`src/rtl/uart_pkg.sv`:
```
// Shared types and defaults for the UART receive-to-word framer.
package uart_pkg;

  // Bit-level receiver states
  typedef enum logic [1:0] {
    ST_IDLE,
    ST_START,
    ST_DATA,
    ST_STOP
  } rx_state_e;

  localparam int unsigned BAUD_DIV_DEFAULT     = 434;
  localparam int unsigned TIMEOUT_BITS_DEFAULT = 16;

  // Bit-time counter width; covers the full legal BAUD_DIV range
  localparam int unsigned BIT_CNT_W = 16;

endpackage

```
`src/rtl/uart_rx_byte.sv`:
```
// 8N1 byte receiver: rx synchronizer, bit-timing FSM, byte/frame-error pulses.
module uart_rx_byte
  import uart_pkg::*;
#(
  parameter int unsigned BAUD_DIV = BAUD_DIV_DEFAULT
) (
  input  logic       clk,
  input  logic       reset,
  input  logic       rx_i,
  output logic [7:0] byte_o,
  output logic       byte_valid_o,
  output logic       frame_err_o,
  output logic       idle_o
);

  localparam int unsigned HALF_RELOAD = BAUD_DIV / 2 - 1;
  localparam int unsigned FULL_RELOAD = BAUD_DIV - 1;

  rx_state_e            state_q;
  logic                 sync1_q, sync2_q, prev_q;
  logic [BIT_CNT_W-1:0] cnt_q;
  logic [2:0]           bit_q;
  logic [7:0]           shift_q;
  logic [7:0]           byte_q;
  logic                 byte_valid_q;
  logic                 frame_err_q;

  // Synchronizer, falling-edge history and bit-timing FSM
  always_ff @(posedge clk or posedge reset) begin
    if (reset) begin
      sync1_q      <= 1'b1;
      sync2_q      <= 1'b1;
      prev_q       <= 1'b1;
      state_q      <= ST_IDLE;
      cnt_q        <= '0;
      bit_q        <= '0;
      shift_q      <= '0;
      byte_q       <= '0;
      byte_valid_q <= 1'b0;
      frame_err_q  <= 1'b0;
    end else begin
      sync1_q      <= rx_i;
      sync2_q      <= sync1_q;
      prev_q       <= sync2_q;
      byte_valid_q <= 1'b0;
      frame_err_q  <= 1'b0;
      case (state_q)
        ST_IDLE: begin
          // A falling edge needs the line high first, so after a framing
          // error the receiver only re-arms once rx has returned to idle.
          if (prev_q && !sync2_q) begin
            state_q <= ST_START;
            cnt_q   <= BIT_CNT_W'(HALF_RELOAD);
          end
        end
        ST_START: begin
          if (cnt_q == '0) begin
            if (!sync2_q) begin
              state_q <= ST_DATA;
              cnt_q   <= BIT_CNT_W'(FULL_RELOAD);
              bit_q   <= '0;
            end else begin
              state_q <= ST_IDLE;
            end
          end else begin
            cnt_q <= cnt_q - 1'b1;
          end
        end
        ST_DATA: begin
          if (cnt_q == '0) begin
            shift_q <= {sync2_q, shift_q[7:1]};
            cnt_q   <= BIT_CNT_W'(FULL_RELOAD);
            bit_q   <= bit_q + 1'b1;
            if (bit_q == 3'd7) begin
              state_q <= ST_STOP;
            end
          end else begin
            cnt_q <= cnt_q - 1'b1;
          end
        end
        ST_STOP: begin
          if (cnt_q == '0) begin
            state_q <= ST_IDLE;
            if (sync2_q) begin
              byte_q       <= shift_q;
              byte_valid_q <= 1'b1;
            end else begin
              frame_err_q  <= 1'b1;
            end
          end else begin
            cnt_q <= cnt_q - 1'b1;
          end
        end
        default: state_q <= ST_IDLE;
      endcase
    end
  end

  assign byte_o       = byte_q;
  assign byte_valid_o = byte_valid_q;
  assign frame_err_o  = frame_err_q;
  assign idle_o       = (state_q == ST_IDLE);

endmodule

```
`src/rtl/uart_rx_framer.sv`:
```
// Pairs received UART bytes into 16-bit words and hands them to an SPI stage.
module uart_rx_framer
  import uart_pkg::*;
#(
  parameter int unsigned BAUD_DIV     = BAUD_DIV_DEFAULT,
  parameter int unsigned TIMEOUT_BITS = TIMEOUT_BITS_DEFAULT
) (
  input  logic        clk,
  input  logic        reset,
  input  logic        rx,
  input  logic        word_ack,
  output logic [15:0] word_data,
  output logic        word_valid,
  output logic        spi_start,
  output logic        frame_err,
  output logic        overrun
);

  localparam int unsigned TO_LIMIT = TIMEOUT_BITS * BAUD_DIV;
  localparam int unsigned TO_W     = $clog2(TO_LIMIT + 1);

  logic [7:0]      rx_byte;
  logic            rx_byte_valid;
  logic            rx_frame_err;
  logic            rx_idle;

  logic            byte_idx_q;
  logic [7:0]      hi_q;
  logic [TO_W-1:0] to_cnt_q;
  logic [15:0]     word_data_q;
  logic            word_valid_q;
  logic            spi_start_q;
  logic            overrun_q;
  logic            word_done_c;

  uart_rx_byte #(
    .BAUD_DIV (BAUD_DIV)
  ) u_rx_byte (
    .clk          (clk),
    .reset        (reset),
    .rx_i         (rx),
    .byte_o       (rx_byte),
    .byte_valid_o (rx_byte_valid),
    .frame_err_o  (rx_frame_err),
    .idle_o       (rx_idle)
  );

  assign word_done_c = rx_byte_valid && byte_idx_q;

  // Byte pairing, stale-half-word timeout and downstream handshake
  always_ff @(posedge clk or posedge reset) begin
    if (reset) begin
      byte_idx_q   <= 1'b0;
      hi_q         <= '0;
      to_cnt_q     <= '0;
      word_data_q  <= '0;
      word_valid_q <= 1'b0;
      spi_start_q  <= 1'b0;
      overrun_q    <= 1'b0;
    end else begin
      spi_start_q <= 1'b0;
      overrun_q   <= 1'b0;

      if (rx_frame_err) begin
        byte_idx_q <= 1'b0;
        to_cnt_q   <= '0;
      end else if (rx_byte_valid) begin
        byte_idx_q <= ~byte_idx_q;
        to_cnt_q   <= '0;
        if (!byte_idx_q) begin
          hi_q <= rx_byte;
        end
      end else if (byte_idx_q && rx_idle) begin
        // Half a word has sat idle too long: drop it silently
        if (to_cnt_q == TO_W'(TO_LIMIT - 1)) begin
          byte_idx_q <= 1'b0;
          to_cnt_q   <= '0;
        end else begin
          to_cnt_q <= to_cnt_q + 1'b1;
        end
      end else begin
        to_cnt_q <= '0;
      end

      // An ack in the completion cycle frees the slot for the new word
      if (word_done_c) begin
        if (!word_valid_q || word_ack) begin
          word_data_q  <= {hi_q, rx_byte};
          word_valid_q <= 1'b1;
          spi_start_q  <= 1'b1;
        end else begin
          overrun_q <= 1'b1;
        end
      end else if (word_ack && word_valid_q) begin
        word_valid_q <= 1'b0;
      end
    end
  end

  assign word_data  = word_data_q;
  assign word_valid = word_valid_q;
  assign spi_start  = spi_start_q;
  assign frame_err  = rx_frame_err;
  assign overrun    = overrun_q;

endmodule

```
`config.mk`:
```
export PLATFORM = sky130hd
export DESIGN_NAME = uart_rx_framer
export DESIGN_NICKNAME = d
export VERILOG_FILES = /design/src/rtl/uart_pkg.sv /design/src/rtl/uart_rx_byte.sv /design/src/rtl/uart_rx_framer.sv
export SDC_FILE = /design/constraint.sdc
export NUM_CORES = 1
export LEC_CHECK = 0
export CELL_PAD_IN_SITES_DETAIL_PLACEMENT = 0
export CELL_PAD_IN_SITES_GLOBAL_PLACEMENT = 1
export CORE_ASPECT_RATIO = 0.5
export CORE_MARGIN = 4
export CORE_UTILIZATION = 47
export DETAILED_ROUTE_END_ITERATION = 10
export GPL_TIMING_DRIVEN = 0
export MAX_ROUTING_LAYER = met4
export PLACE_DENSITY_LB_ADDON = 0.05
export SETUP_SLACK_MARGIN = 0.2
export SLEW_MARGIN = 5
export SYNTH_ARGS = -nofsm -noshare
export SYNTH_HDL_FRONTEND = slang
export SYNTH_SLANG_ARGS = --single-unit
```
`constraint.sdc`:
```
create_clock -name clk -period 4.4 [get_ports clk]
set_input_delay 1.32 -clock clk [delete_from_list [all_inputs] [get_ports clk]]
set_output_delay 1.32 -clock clk [all_outputs]
set_load 0.01 [all_outputs]
```
# Yosys cells after proc, flatten, opt, wreduce, memory -nomap -nowiden

Index checks and enable logic that the tools add are counted.

Register bits after elaboration: 83
Bits of input ports: 4
Output and inout bits: 20

Add/subtract/negate cells: 3
Equal/unequal tests: 14
Muxes and demuxes: 38
Bitwise logic cells: 2
Reduce and logical (&&, ||, !) cells: 22

Operators with widths:

| cell                                               | count |
|---|---|
| 2-to-1 mux 16 bit                                  | 5 |
| one-hot mux 16 bit (4 select lines)                | 1 |
| 2-to-1 mux 13 bit                                  | 4 |
| 2-to-1 mux 1 bit                                   | 17 |
| logical NOT 16 bit                                 | 1 |
| subtractor 16 x 1 -> 16 bit, second input constant | 1 |
| adder 13 x 1 -> 13 bit, second input constant      | 1 |
| equality test 13 bit, second input constant        | 1 |
| 2-to-1 mux 2 bit                                   | 6 |
| != test 2 x 1 -> 1 bit, second input constant      | 6 |
| 2-to-1 mux 3 bit                                   | 3 |
| AND reduction 3 bit                                | 3 |
| one-hot mux 2 bit (4 select lines)                 | 1 |
| AND reduction 2 bit                                | 4 |
| one-hot mux 3 bit (2 select lines)                 | 1 |
| nonzero test 3 bit                                 | 2 |
| AND reduction 5 bit                                | 1 |
| equality test 2 bit, second input constant         | 2 |
| logical AND 1 bit                                  | 4 |
| != test 2 bit, second input constant               | 2 |
| AND reduction 4 bit                                | 1 |
| nonzero test 2 bit                                 | 2 |
| adder 3 x 1 -> 3 bit, second input constant        | 1 |
| equality test 3 bit, second input constant         | 1 |
| 6 further kinds                                    | 8 |

# Depth between registers and ports, before layout

Word-level depth: 5
Mapped depth: 8
Gate-level depth less buffers: 7

# Cells and area by module

Synthesis repeated with hierarchy kept, for this count alone.

Cells, all modules: 337
Area, all modules: 3868.7 µm²

Modules (own cells, without submodules):

| module         | times used | cells each | area each (µm²) | sequential area each (µm²) |
|---|---|---|---|---|
| uart_rx_byte   | 1          | 205        | 2149.6          | 1054.8 |
| uart_rx_framer | 1          | 132        | 1719.1          | 1026.0 |

# Least setup slack after synthesis

OpenSTA, ideal clock, no wires.

Kind: input port to flip-flop
Start point: input word_ack
End point: register word_data_q[0], in the netlist word_data[0]
Setup time: 0.125 ns
Arrival: 2.547 ns
Required time: 4.275 ns
Path slack: 1.729 ns
Cell stages on the path: 5
Buffers on the path: 2
Cell sequence: nand2b_1 > nor2b_1 > clkbuf_1 > buf_1 > mux2_2

Word-level cells in the longest chain between the ends: 2

Ends and longest elaborated chain:

| item                                 | RTL line             | source |
|---|---|---|
| start: declaration                   | uart_rx_framer.sv:11 | `input logic word_ack,` |
| logical OR 1 bit                     | uart_rx_framer.sv:87 | `if (!word_valid_q \|\| word_ack) begin` |
| AND reduction 2 bit (no source line) | --                   |  |
| end signal: assignment               | uart_rx_framer.sv:88 | `word_data_q <= {hi_q, rx_byte};` |
| end: declaration                     | uart_rx_framer.sv:30 | `logic [15:0] word_data_q;` |

Every way passes these cells.
A chain may end at the register's enable or synchronous reset.

# Worst setup path in the final report

Start point: input word_ack
End point: register word_data_q[8], in the netlist word_data[8]

The elaborated chain is that of the path after synthesis.

==> results.cfg <==
[yosys]
ys_seq_area_frac = 0.548
ys.flop_type = dfrtp_1
ys_ff_latch = 83
avgSynthCellArea_um2 = 11.5
postSynthCellCount = 329
synth_top_area_share = 0.528
ys_warn_count = 0
synth_nets = 342
synth_cell_types = 50
async_reset_ff_frac = 1.00
synth_area_leaders = dfrtp_1, mux2_2, nor2_1, ha_1, dfstp_2
synth_top_area_cell = dfrtp_1
syn-cell-area_um2 = 3790
synth_edf_count = 0

[timing]
finalMaxSlewViolations = 0
rsz0062_at_grt = no
period_share = 0.724
clock.fmax_mhz = 314
slew_headroom = 0.511
setup_ws_ns = 1.21
fin_setup_tns_ns = 0
min_period_ns = 3.19
worst_clock_skew_ns = 0.00655
setup_viol = 0
fin_hold_ws_ns = 0.367
hold_viol = 0
worstMarginPinSlew_ns = 0.731

[pwr]
p_leak_nw = 2.02
p_per_area_nw_per_um2 = 572
p_total_mw = 2.57
vdd_drop_max_v = 0.000362

[clock_network]
root_buffer = clkbuf_16
postCtsSetupRepairBufs = 0
hold_buffers = 0
clk_path_buf_depth = 2
cts_buffers = 9
cts.sinks = 83
insertion_delay_ns = 0.34
cts_resized = 0
cts_tree = built
htree_levels = 3
clkTransAtPathRegs_ns = 0.05

[detailed_routing]
drt-initial-drc-count = 152
drc = 0
firstDrtPassIters = 4
wl_um = 7440
num_vias = 2592
wire_per_inst_um = 15.6
ant_nets = 0
vias_per_cell = 5.43

[outcome]
outcome = finished, final reports clean

[cells_and_area]
fillers = 626
drive_gt1_frac = 0.198
area_growth_pct = 18.6
layout_common_cells = dfrtp_1, mux2_2, nor2_1
multiInputGateArea_um2 = 1630
register_area_um2 = 2080
n_antenna_cell = 0
final_common_cell = dfrtp_1
fin_nets = 377

[worst_hold_path]
hp-class = reg -> reg

[grt]
grt_use_total = 0.175
antenna_found_initial = 0
grt_first_pass_wirelength_um = 12900
grt_pass1_vias = 2603
grt_max_degree = 72
grt-ovfl-total = 0

[placed_design]
pre_cts_slack_ns = 0.869
placement.io_buffers = 23
dp_hpwl_um = 5250
gp_congestion = 0.884

[floorplan]
start_util = 0.501
coreArea_um2 = 7570
die_width_um = 135
io-pin-count = 24
die_height_um = 71.5
die_area_um2 = 9660
rows = 22

[worst_setup_path]
worstPathArrival_ns = 3.40
crit_path_end_kind = flip-flop
start_kind = input port
critPathRequiredTime_ns = 4.61
critPathMaxFanout = 10
timing_worst_setup_path_type = in -> reg

[flow_run]
maxCapViolCount = 0
stage by stage:
step           utilization  instances  area, um2
2_1_floorplan            -        329       3790
3_3_place_gp         0.550        460       4160
3_5_place_dp         0.554        461       4190
4_1_cts              0.595        477       4500
5_1_grt              0.595        477       4500
6_report             0.595        477       4500
worst max-delay path: stages:
cell	delay [ns]
clkdlybuf4s50_1	0.46
nand2b_1	0.14
nor2b_1	0.13
clkbuf_1	0.40
buf_1	0.52
mux2_2	0.41
metal layers:
layer	GRT usage	wire length, um	vias to the layer above
li1	-	-	1240
met4	0.0536	89	0
met5	-	0	-
met2	0.270	3420	43
met3	0.0505	305	11
met1	0.228	3620	1298
cell families after synthesis:
family / Yosys count / synth area share
simple gates: 106 / 0.146
flops: 83 / 0.548
compound gates: 54 / 0.0983
mux: 42 / 0.124
buf+inv: 21 / 0.0214
xor+xnor: 14 / 0.0323
fa+ha+maj: 9 / 0.0297
path summary, 6_finish.rpt:
kind / startpoint / endpoint / slack (ns) / depth (start not counted)
worst max register to register: u_rx_byte.cnt_q[0] / u_rx_byte.byte_o[0] / 1.63 / 7
worst min register to register: u_rx_byte.sync1_q / u_rx_byte.sync2_q / 0.37 / 0
max in group asynchronous: reset / u_rx_byte.sync1_q / 2.54 / 3
worst min-delay path: u_rx_byte.sync1_q / u_rx_byte.sync2_q / 0.37 / 0
min in group asynchronous: reset / u_rx_byte.bit_q[1] / 1.25 / 2
worst max-delay path: word_ack / word_data[8] / 1.21 / 6
synth_stat cells, drive strengths merged, types with 3 or more instances:
cell    instances
buf             3
and3            3
nor2b           5
nand2          15
nor3           11
nor2           36
a31o            3
o211ai          3
xor2            7
nor4            3
o21ai           9
ha              9
a21oi          15
or2             4
clkbuf          4
inv            14
dfrtp          80
nand3          10
a31oi           3
nand2b          3
nand4           5
dfstp           3
mux2           40
or4             4
xnor2           7
power by group:
part,internal (mW),switching [mW]
sequential,0.840,0.0823
clock,0.499,0.291
combinational,0.319,0.541
total,1.66,0.914
area by class of cell:
cell class	count	share of cell area
Sequential cell	83	0.462
Clock buffer	12	0.0525
Clock inverter	4	0.0164
Inverter	14	0.0122
Tap cell	108	0.0300
Multi-Input combinational cell	225	0.363
Buffer	7	0.00639
Timing Repair Buffer	24	0.0573
registers in the layout, indices dropped and copies added (netlist names), 3 cells and up, named ones only:
signal	cells
word_data	16
u_rx_byte.cnt_q	16
u_rx_byte.bit_q	3
u_rx_byte.shift_q	8
hi_q	8
u_rx_byte.byte_o	8
to_cnt_q	13
No activity file was read; power rests on OpenSTA's default activity.
